[src/rtl/bcd_timer_pkg.sv]
// Shared types and helpers for the mixed-radix BCD timer.
package bcd_timer_pkg;

   localparam int unsigned BCD_W = 4;

   typedef enum logic [1:0] {
      IDLE  = 2'd0,
      RUN   = 2'd1,
      PAUSE = 2'd2,
      DONE  = 2'd3
   } state_t;

   // Limit a preset digit to the largest value its position may hold.
   function automatic logic [BCD_W-1:0] bcd_clamp(input logic [BCD_W-1:0] digit,
                                                  input logic [BCD_W-1:0] max);
      return (digit > max) ? max : digit;
   endfunction

endpackage

[src/rtl/bcd_digit_step.sv]
// One BCD digit of the up/down chain: next value, carry/borrow out, terminal flag.
module bcd_digit_step
   import bcd_timer_pkg::*;
(
   input  logic [BCD_W-1:0] digit_i,
   input  logic [BCD_W-1:0] max_i,
   input  logic             up_i,
   input  logic             en_i,
   output logic [BCD_W-1:0] digit_c_o,
   output logic             carry_c_o,
   output logic             term_c_o
);

   always_comb begin
      digit_c_o = digit_i;
      carry_c_o = 1'b0;
      term_c_o  = up_i ? (digit_i >= max_i) : (digit_i == '0);
      if (en_i) begin
         if (term_c_o) begin
            digit_c_o = up_i ? '0 : max_i;
            carry_c_o = 1'b1;
         end else if (up_i) begin
            digit_c_o = digit_i + BCD_W'(1);
         end else begin
            digit_c_o = digit_i - BCD_W'(1);
         end
      end
   end

endmodule

[src/rtl/bcd_timer.sv]
// N-digit mixed-radix BCD up/down timer with run/pause, preset load, lap hold
// and terminal-count detection (wrap or saturate).
module bcd_timer
   import bcd_timer_pkg::*;
#(
   parameter int unsigned NUM_DIGITS = 4,
   parameter logic [31:0] DIGIT_MAX  = 32'h0000_9599,
   parameter bit          WRAP       = 1'b1
) (
   input  logic                        clk,
   input  logic                        rst,
   input  logic                        tick,
   input  logic                        start_stop,
   input  logic                        clear,
   input  logic                        up,
   input  logic                        load,
   input  logic [BCD_W*NUM_DIGITS-1:0] load_val,
   input  logic                        lap,
   output logic [BCD_W*NUM_DIGITS-1:0] count,
   output logic [BCD_W*NUM_DIGITS-1:0] disp,
   output logic                        lapped,
   output logic                        running,
   output logic                        tc
);

   localparam int unsigned CW = BCD_W * NUM_DIGITS;

   state_t          state_q, state_d;
   logic [CW-1:0]   count_q, count_d;
   logic [CW-1:0]   snap_q, snap_d;
   logic            lapped_q, lapped_d;
   logic            tc_q, tc_d;

   logic [CW-1:0]         stepped_c;
   logic [CW-1:0]         clamped_c;
   logic [NUM_DIGITS-1:0] chain_c;
   logic [NUM_DIGITS-1:0] term_vec_c;
   logic                  top_carry_c;
   logic                  step_en_c;
   logic                  term_step_c;

   // A step only happens in RUN on a tick that clear/load do not pre-empt.
   assign step_en_c = tick && (state_q == RUN) && !clear && !load;
   assign chain_c[0] = step_en_c;

   for (genvar i = 0; i < NUM_DIGITS; i++) begin : g_digit
      logic carry_c;

      bcd_digit_step u_step (
         .digit_i   (count_q[i*BCD_W +: BCD_W]),
         .max_i     (DIGIT_MAX[i*BCD_W +: BCD_W]),
         .up_i      (up),
         .en_i      (chain_c[i]),
         .digit_c_o (stepped_c[i*BCD_W +: BCD_W]),
         .carry_c_o (carry_c),
         .term_c_o  (term_vec_c[i])
      );

      if (i < NUM_DIGITS - 1) begin : g_mid
         assign chain_c[i+1] = carry_c;
      end else begin : g_top
         assign top_carry_c = carry_c;
      end

      assign clamped_c[i*BCD_W +: BCD_W] =
         bcd_clamp(load_val[i*BCD_W +: BCD_W], DIGIT_MAX[i*BCD_W +: BCD_W]);
   end

   // Carry leaving the top digit only occurs on an enabled step with every digit terminal.
   assign term_step_c = top_carry_c && (&term_vec_c);

   always_comb begin
      state_d  = state_q;
      count_d  = count_q;
      snap_d   = snap_q;
      lapped_d = lapped_q;
      tc_d     = 1'b0;

      if (clear) begin
         state_d  = IDLE;
         count_d  = '0;
         snap_d   = '0;
         lapped_d = 1'b0;
      end else begin
         if (load) begin
            count_d = clamped_c;
         end else if (step_en_c) begin
            tc_d = term_step_c;
            if (!(term_step_c && !WRAP)) begin
               count_d = stepped_c;
            end
         end

         unique case (state_q)
            IDLE:    if (start_stop) state_d = RUN;
            RUN: begin
               if (term_step_c && !WRAP) state_d = DONE;
               else if (start_stop)      state_d = PAUSE;
            end
            PAUSE:   if (start_stop) state_d = RUN;
            DONE:    if (load)       state_d = PAUSE;
            default: state_d = IDLE;
         endcase

         // Snapshot takes the value from before this edge's step.
         if (lap && (state_q != IDLE)) begin
            if (lapped_q) begin
               lapped_d = 1'b0;
            end else begin
               snap_d   = count_q;
               lapped_d = 1'b1;
            end
         end
      end
   end

   always_ff @(posedge clk or negedge rst) begin
      if (!rst) begin
         state_q  <= IDLE;
         count_q  <= '0;
         snap_q   <= '0;
         lapped_q <= 1'b0;
         tc_q     <= 1'b0;
      end else begin
         state_q  <= state_d;
         count_q  <= count_d;
         snap_q   <= snap_d;
         lapped_q <= lapped_d;
         tc_q     <= tc_d;
      end
   end

   assign count   = count_q;
   assign disp    = lapped_q ? snap_q : count_q;
   assign lapped  = lapped_q;
   assign running = (state_q == RUN);
   assign tc      = tc_q;

endmodule
[config.mk]
export PLATFORM = sky130hd
export DESIGN_NAME = bcd_timer
export DESIGN_NICKNAME = d
export VERILOG_FILES = /design/src/rtl/bcd_timer_pkg.sv /design/src/rtl/bcd_digit_step.sv /design/src/rtl/bcd_timer.sv
export SDC_FILE = /design/constraint.sdc
export NUM_CORES = 1
export LEC_CHECK = 0
export ABC_AREA = 0
export CORE_MARGIN = 2
export CORE_UTILIZATION = 45
export DETAILED_ROUTE_END_ITERATION = 10
export GPL_TIMING_DRIVEN = 0
export HOLD_SLACK_MARGIN = 0.15
export PLACE_DENSITY = 0.83
export SYNTH_ARGS = -nofsm -noshare
export SYNTH_HDL_FRONTEND = slang
export SYNTH_SLANG_ARGS = --single-unit
[constraint.sdc]
create_clock -name clk -period 3.8 [get_ports clk]
set_input_delay 1.14 -clock clk [delete_from_list [all_inputs] [get_ports clk]]
set_output_delay 1.14 -clock clk [all_outputs]
set_load 0.01 [all_outputs]
## Word-level counts from Yosys, hierarchy flattened

Cells that the tools add are included.

| storage, ports and cells | value |
|---|---|
| flip-flop bits (word level) | 36 |
| input port bits | 24 |
| output and inout port bits | 35 |
| word-level logic and storage cells | 100 |

| cells by class | value |
|---|---|
| $add $sub $neg | 8 |
| magnitude comparators | 8 |
| eq/ne operators | 6 |
| muxes and demuxes | 46 |
| reduce and logical (&&, ||, !) cells | 24 |

Operators with widths:

| kind | count |
|---|---|
| 16-bit two-way mux | 6 |
| 4-bit two-way mux | 16 |
| 1-bit two-way mux | 18 |
| 4-bit by 1-bit adder with 4-bit output, second input constant | 4 |
| 4-bit logical NOT | 4 |
| 4-bit by 1-bit subtractor with 4-bit output, second input constant | 4 |
| 4-bit greater-or-equal comparator, second input constant | 3 |
| 4-bit greater-than comparator, second input constant | 3 |
| 3-bit nonzero test | 4 |
| 2-bit two-way mux | 4 |
| 3-bit inequality test, second input constant | 2 |
| 2-bit one-hot mux with 3 select lines | 1 |
| 2-bit AND reduction | 3 |
| 1-bit logical AND | 5 |
| 2-bit == test, second input constant | 2 |
| 4-bit by 3-bit greater-or-equal comparator with 1-bit output, second input constant | 1 |
| 4-bit by 3-bit greater-than comparator with 1-bit output, second input constant | 1 |
| 4-bit AND reduction | 1 |
| 2-bit nonzero test | 2 |
| 3-bit two-way mux | 1 |
| 3-bit by 1-bit inequality test with 1-bit output, second input constant | 1 |
| 3-bit AND reduction | 1 |
| 2-bit by 1-bit == test with 1-bit output, second input constant | 1 |
| 1-bit logical NOT | 2 |
| other kinds (2) | 2 |

## Longest topological paths before layout

| logic depth | value |
|---|---|
| depth in word-level cells | 12 |
| gate-level depth with buffers | 8 |
| depth with buffers taken out | 7 |

## By module

A second synthesis with hierarchy kept.

| unflattened totals | value |
|---|---|
| cells, all modules | 334 |
| area, all modules | 3,331.9 um2 |

Modules (own cells, without submodules):

| module | times used | cells each | area each (um2) | sequential area each (um2) |
|---|---|---|---|---|
| bcd_timer | 1 | 162 | 1,885.6 | 900.9 |
| bcd_digit_step | 4 | 43 | 361.6 | 0.0 |

## Worst setup path before layout

OpenSTA, ideal clock, no wires.

| timing path | value |
|---|---|
| path type | input -> register |
| start point | in up |
| end point | reg count_q[7], in the netlist count[7] |
| library setup time | 104 ps |
| data arrival time | 2,791 ps |
| required time | 3,696 ps |
| path slack | 905 ps |
| stages | 8 |
| buffers on the path | 1 |
| path through | buf_6 > inv_1 > ha_1 > a21o_1 > a21oi_1 > mux2i_1 > mux2i_1 > a221oi_1 |

| between the ends | value |
|---|---|
| cells in the longest elaborated chain, start to end | 6 |
| elaborated cells on any way between the ends | 13 |
| those cells by class | mux (11); reduce/logical (2) |

Ends and longest elaborated chain:

| what | RTL line | RTL |
|---|---|---|
| from (decl) | bcd_timer.sv:15 | `input logic up,` |
| 4-bit two-way mux (tied with other cells) | bcd_digit_step.sv:22 | `end else if (up_i) begin` |
| 4-bit two-way mux | bcd_digit_step.sv:19 | `if (term_c_o) begin` |
| 4-bit two-way mux | bcd_digit_step.sv:18 | `if (en_i) begin` |
| 16-bit two-way mux | bcd_timer.sv:87 | `end else if (step_en_c) begin` |
| 16-bit two-way mux | bcd_timer.sv:85 | `if (load) begin` |
| 16-bit two-way mux | bcd_timer.sv:79 | `if (clear) begin` |
| to (signal assigned) | bcd_timer.sv:126 | `count_q <= count_d;` |
| to (decl) | bcd_timer.sv:29 | `logic [CW-1:0] count_q, count_d;` |

Parallel ways exist; a longest one is shown, timed or not. The select of a mux whose other input is x is not followed.
A chain may end at the register's enable or synchronous reset.

## Final worst setup path

Ends and elaborated chain as after synthesis.

==> run summary <==
The die is ~80 um wide. The count of buffers added on input and output ports is between 50 and 60. The total leakage power is around 1.4 nW. The die height is around 80 um. The data required time at the worst endpoint is 3.99 ns.

The tightest min-delay check is of the flop to flop type. The number of resized instances in the post-cts repair step came out at 0. Setup repair after global routing left no endpoint under its margin. Timing would allow up to around 0.30 GHz. For the pin with the worst max-slew slack, the measured transition is around 0.81 ns. The post-DP HPWL is 4.67 mm. After synthesis, the share of flip-flops with an asynchronous set or reset is 100%. In the global route stage, met1 resource usage came out at between 20 and 30%. The placeable core region came out at between 0.005 and 0.006 sq mm. The placer congestion estimate came out at roughly 0.80.

Synthesis handed over a netlist of about 260 instances. On the worst path, the slowest cell contributes a delay of roughly 0.47 ns. The peak supply drop came out at between 0.2 and 0.25 mV. The number of setup buffers added after CTS came out at 0. The final critical path takes up about nine tenths of the cycle. The number of remaining DRC errors is 0.

The number of nets produced by synthesis came out at a little under 300. The via count of the first global-routing pass came out at around 2200. The total routing usage reported by global routing came out at 21.7%. The total detailed-routing wirelength came out at 6.36 mm.

The post-route antenna net violation count came out at 0. The share of synthesized area in the top cell type comes to 36.5%. By count the netlist is led by nor2_1, dfrtp_1, mux2i_1, o21ai_0, mux2_2. The cell at the root of the clock tree is clkbuf_8. The remaining global-route overflow is 0.

The worst setup path is of the primary input to flop kind. The setup clock skew after layout came out at between 0.009 and 0.01 ns. TritonCTS built the clock tree. The antenna diode count came out at 0. met2 is the most crowded layer. After synthesis, the mean cell area works out to 9.58 sq um. The share of cells above drive strength 1 is 10.8%. The longest clock path from root to sink contains 2 buffers. The flow ran to the end, and the final reports show no timing, DRC or antenna violations. The row count came out at 26.

The mean number of vias per cell is around 5.7. STA classifies the critical path endpoint as a flop. The CTS H-tree depth is 2. The later-pin clock latency in the skew report is 0.30 ns.

The largest total area in the synthesized netlist belongs to dfrtp_1. At the worst endpoint, the arrival time is roughly 3.6 ns. The initial standard-cell utilization of the core came out at a little under half. The worst hold slack across all endpoints is ~0.52 ns. The final count of negative-setup-slack endpoints is 0. The area of the die came out at 0.00610 sq mm.

The largest net degree at the start of global routing is 37. The most frequently used cell type in the post-synthesis netlist is nor2_1. The worst setup path is launched from a primary input.

The number of detailed-routing iterations run before antenna repair came out at 4. The number of synthesized flops with an enable pin came out at 0. The part of the Yosys area used for sequential elements came out at 36.5%.

The clock transition time at the flip-flop clock pins of the worst setup and hold paths is ~0.08 ns. The number of hold buffers added after CTS was 0. The remaining max-slew budget at the tightest pin came out at approximately 46%. Clock tree synthesis found a total of 36 sinks. The cell area after technology mapping came out at roughly 0.0025 sq mm. The hold violation total from the final report came out at 0. The met2 routing resource usage after global routing is around 36%. The number of top-level pins came out at 59. TritonCTS created 5 clock buffers. The first global-routing pass estimated around 10 mm of wire. The most used flip-flop cell after synthesis is dfrtp_1. The routed layout has ~2200 vias. The post-layout minimum cycle time came out at roughly 3.4 ns.

The count of cell types in the netlist came out at 47. After filler insertion, the fill cell instance count of the layout stands at 460. For this run, the post-layout net count is approximately 360.

The first routing iteration left 195 violations. For this design the ratio of total power to cell area is 326 mW/mm^2. Setup total negative slack on the finished layout was measured at 0 ns. The critical path goes through clkdlybuf4s50_1 > buf_6 > inv_1 > ha_1 > a21o_1 > a21oi_1 > mux2i_1 > mux2i_1 > a221oi_1. In the post-synthesis netlist, the biggest area contributors are dfrtp_1, mux2i_1, mux2_2. The number of warnings reported in the yosys synthesis log is 0.

The post-detailed-route wirelength per cell is 16.2 um. Compared with the post-synthesis result, the final layout area differs by 30.2%. The met3 track demand over resource came out at just over 4%. Of all nets on the critical path, the largest fanout is 15. The slowest stage of the critical path is the clkdlybuf4s50_1 cell. The number of maximum-capacitance constraint violations came out at 0. The total of flip-flops plus latches after synthesis came out at 36. The number of max-slew violations in the final report is 0. The initial antenna violation count came out at 0. The most prevalent standard cell on the critical path is mux2i_1.
[layer usage]
| metal | share of wire [%] | up-vias |
|---|---|---|
| met2 | 48 | 84 |
| met3 | 6.5 | 10 |
| met1 | 44 | 1062 |
| li1 | - | 1078 |
| met4 | 1.4 | 0 |
| met5 | 0 | - |
[through the flow]
step	utilization, %	std cells	worst slack, ns	area [sq um]	power (mW)
final	61.8	393	0.416	3220	1.05
after global routing	61.8	393	0.207	3220	1.10
after CTS	61.8	393	0.385	3220	1.05
after detailed placement	60.0	385	0.0832	3120	0.767
after global placement	60.1	385	0.150	3130	0.758
after floorplan	-	258	0.905	2470	0.626
[registers in the layout, indices dropped and copies added (netlist names)]
name and cells:
count 16, lapped 1, tc 1, state_q 2, snap_q 16
[worst paths after layout]
path	cells past startpoint	to	from	slack, ns
min reg2reg	2	snap_q[3]$_DFFE_PN0P_	snap_q[3]$_DFFE_PN0P_	0.52
min	2	snap_q[3]$_DFFE_PN0P_	snap_q[3]$_DFFE_PN0P_	0.52
max reg2reg	4	count[13]$_DFFE_PN0P_	count[3]$_DFFE_PN0P_	1.39
max in group asynchronous	1	snap_q[2]$_DFFE_PN0P_	rst	2.35
max	9	count[7]$_DFFE_PN0P_	up	0.42
min in group asynchronous	1	count[12]$_DFFE_PN0P_	rst	0.93
[logic make-up after synthesis]
| group | Yosys count | synth area share, % |
|---|---|---|
| simple gates | 73 | 13.5 |
| xor+xnor | 6 | 2.13 |
| fa+ha+maj | 12 | 7.29 |
| buf+inv | 21 | 4.15 |
| compound gates | 72 | 20.3 |
| flops | 36 | 36.5 |
| mux | 38 | 16.2 |
[placed cells by master (no fill, tap or decap), drive strengths merged, types with 4 or more instances in the layout]
master          n
fa              4
dfrtp          36
nand2          10
o21ai          17
a211oi          4
inv             7
mux2           16
clkbuf         16
a21oi          15
ha              8
clkdlybuf4s50  56
a21o            4
nor3            6
nand3           5
a31oi           5
mux2i          22
nor2           39
buf             5
[power breakdown]
part	leakage [nW]	switching, mW	internal, mW
sequential	0.486	0.0336	0.403
clock	0.0510	0.144	0.145
combinational	0.831	0.159	0.166
[layout make-up]
cell class | instances | area (sq um) | area share (%)
Inverter | 7 | 26.3 | 0.817
Multi-Input combinational cell | 201 | 1470 | 45.6
Clock buffer | 6 | 82.6 | 2.57
Tap cell | 70 | 87.6 | 2.72
Buffer | 14 | 76.3 | 2.37
Clock inverter | 2 | 10.0 | 0.311
Sequential cell | 36 | 901 | 28.0
Timing Repair Buffer | 57 | 566 | 17.6
[critical path: cells and delay by family]
family / cells / cell delay [ns]
compound gates: 3 / 0.66
buf+inv: 3 / 1.11
mux: 2 / 0.31
fa+ha+maj: 1 / 0.35
(Power assumes the default switching activity.)
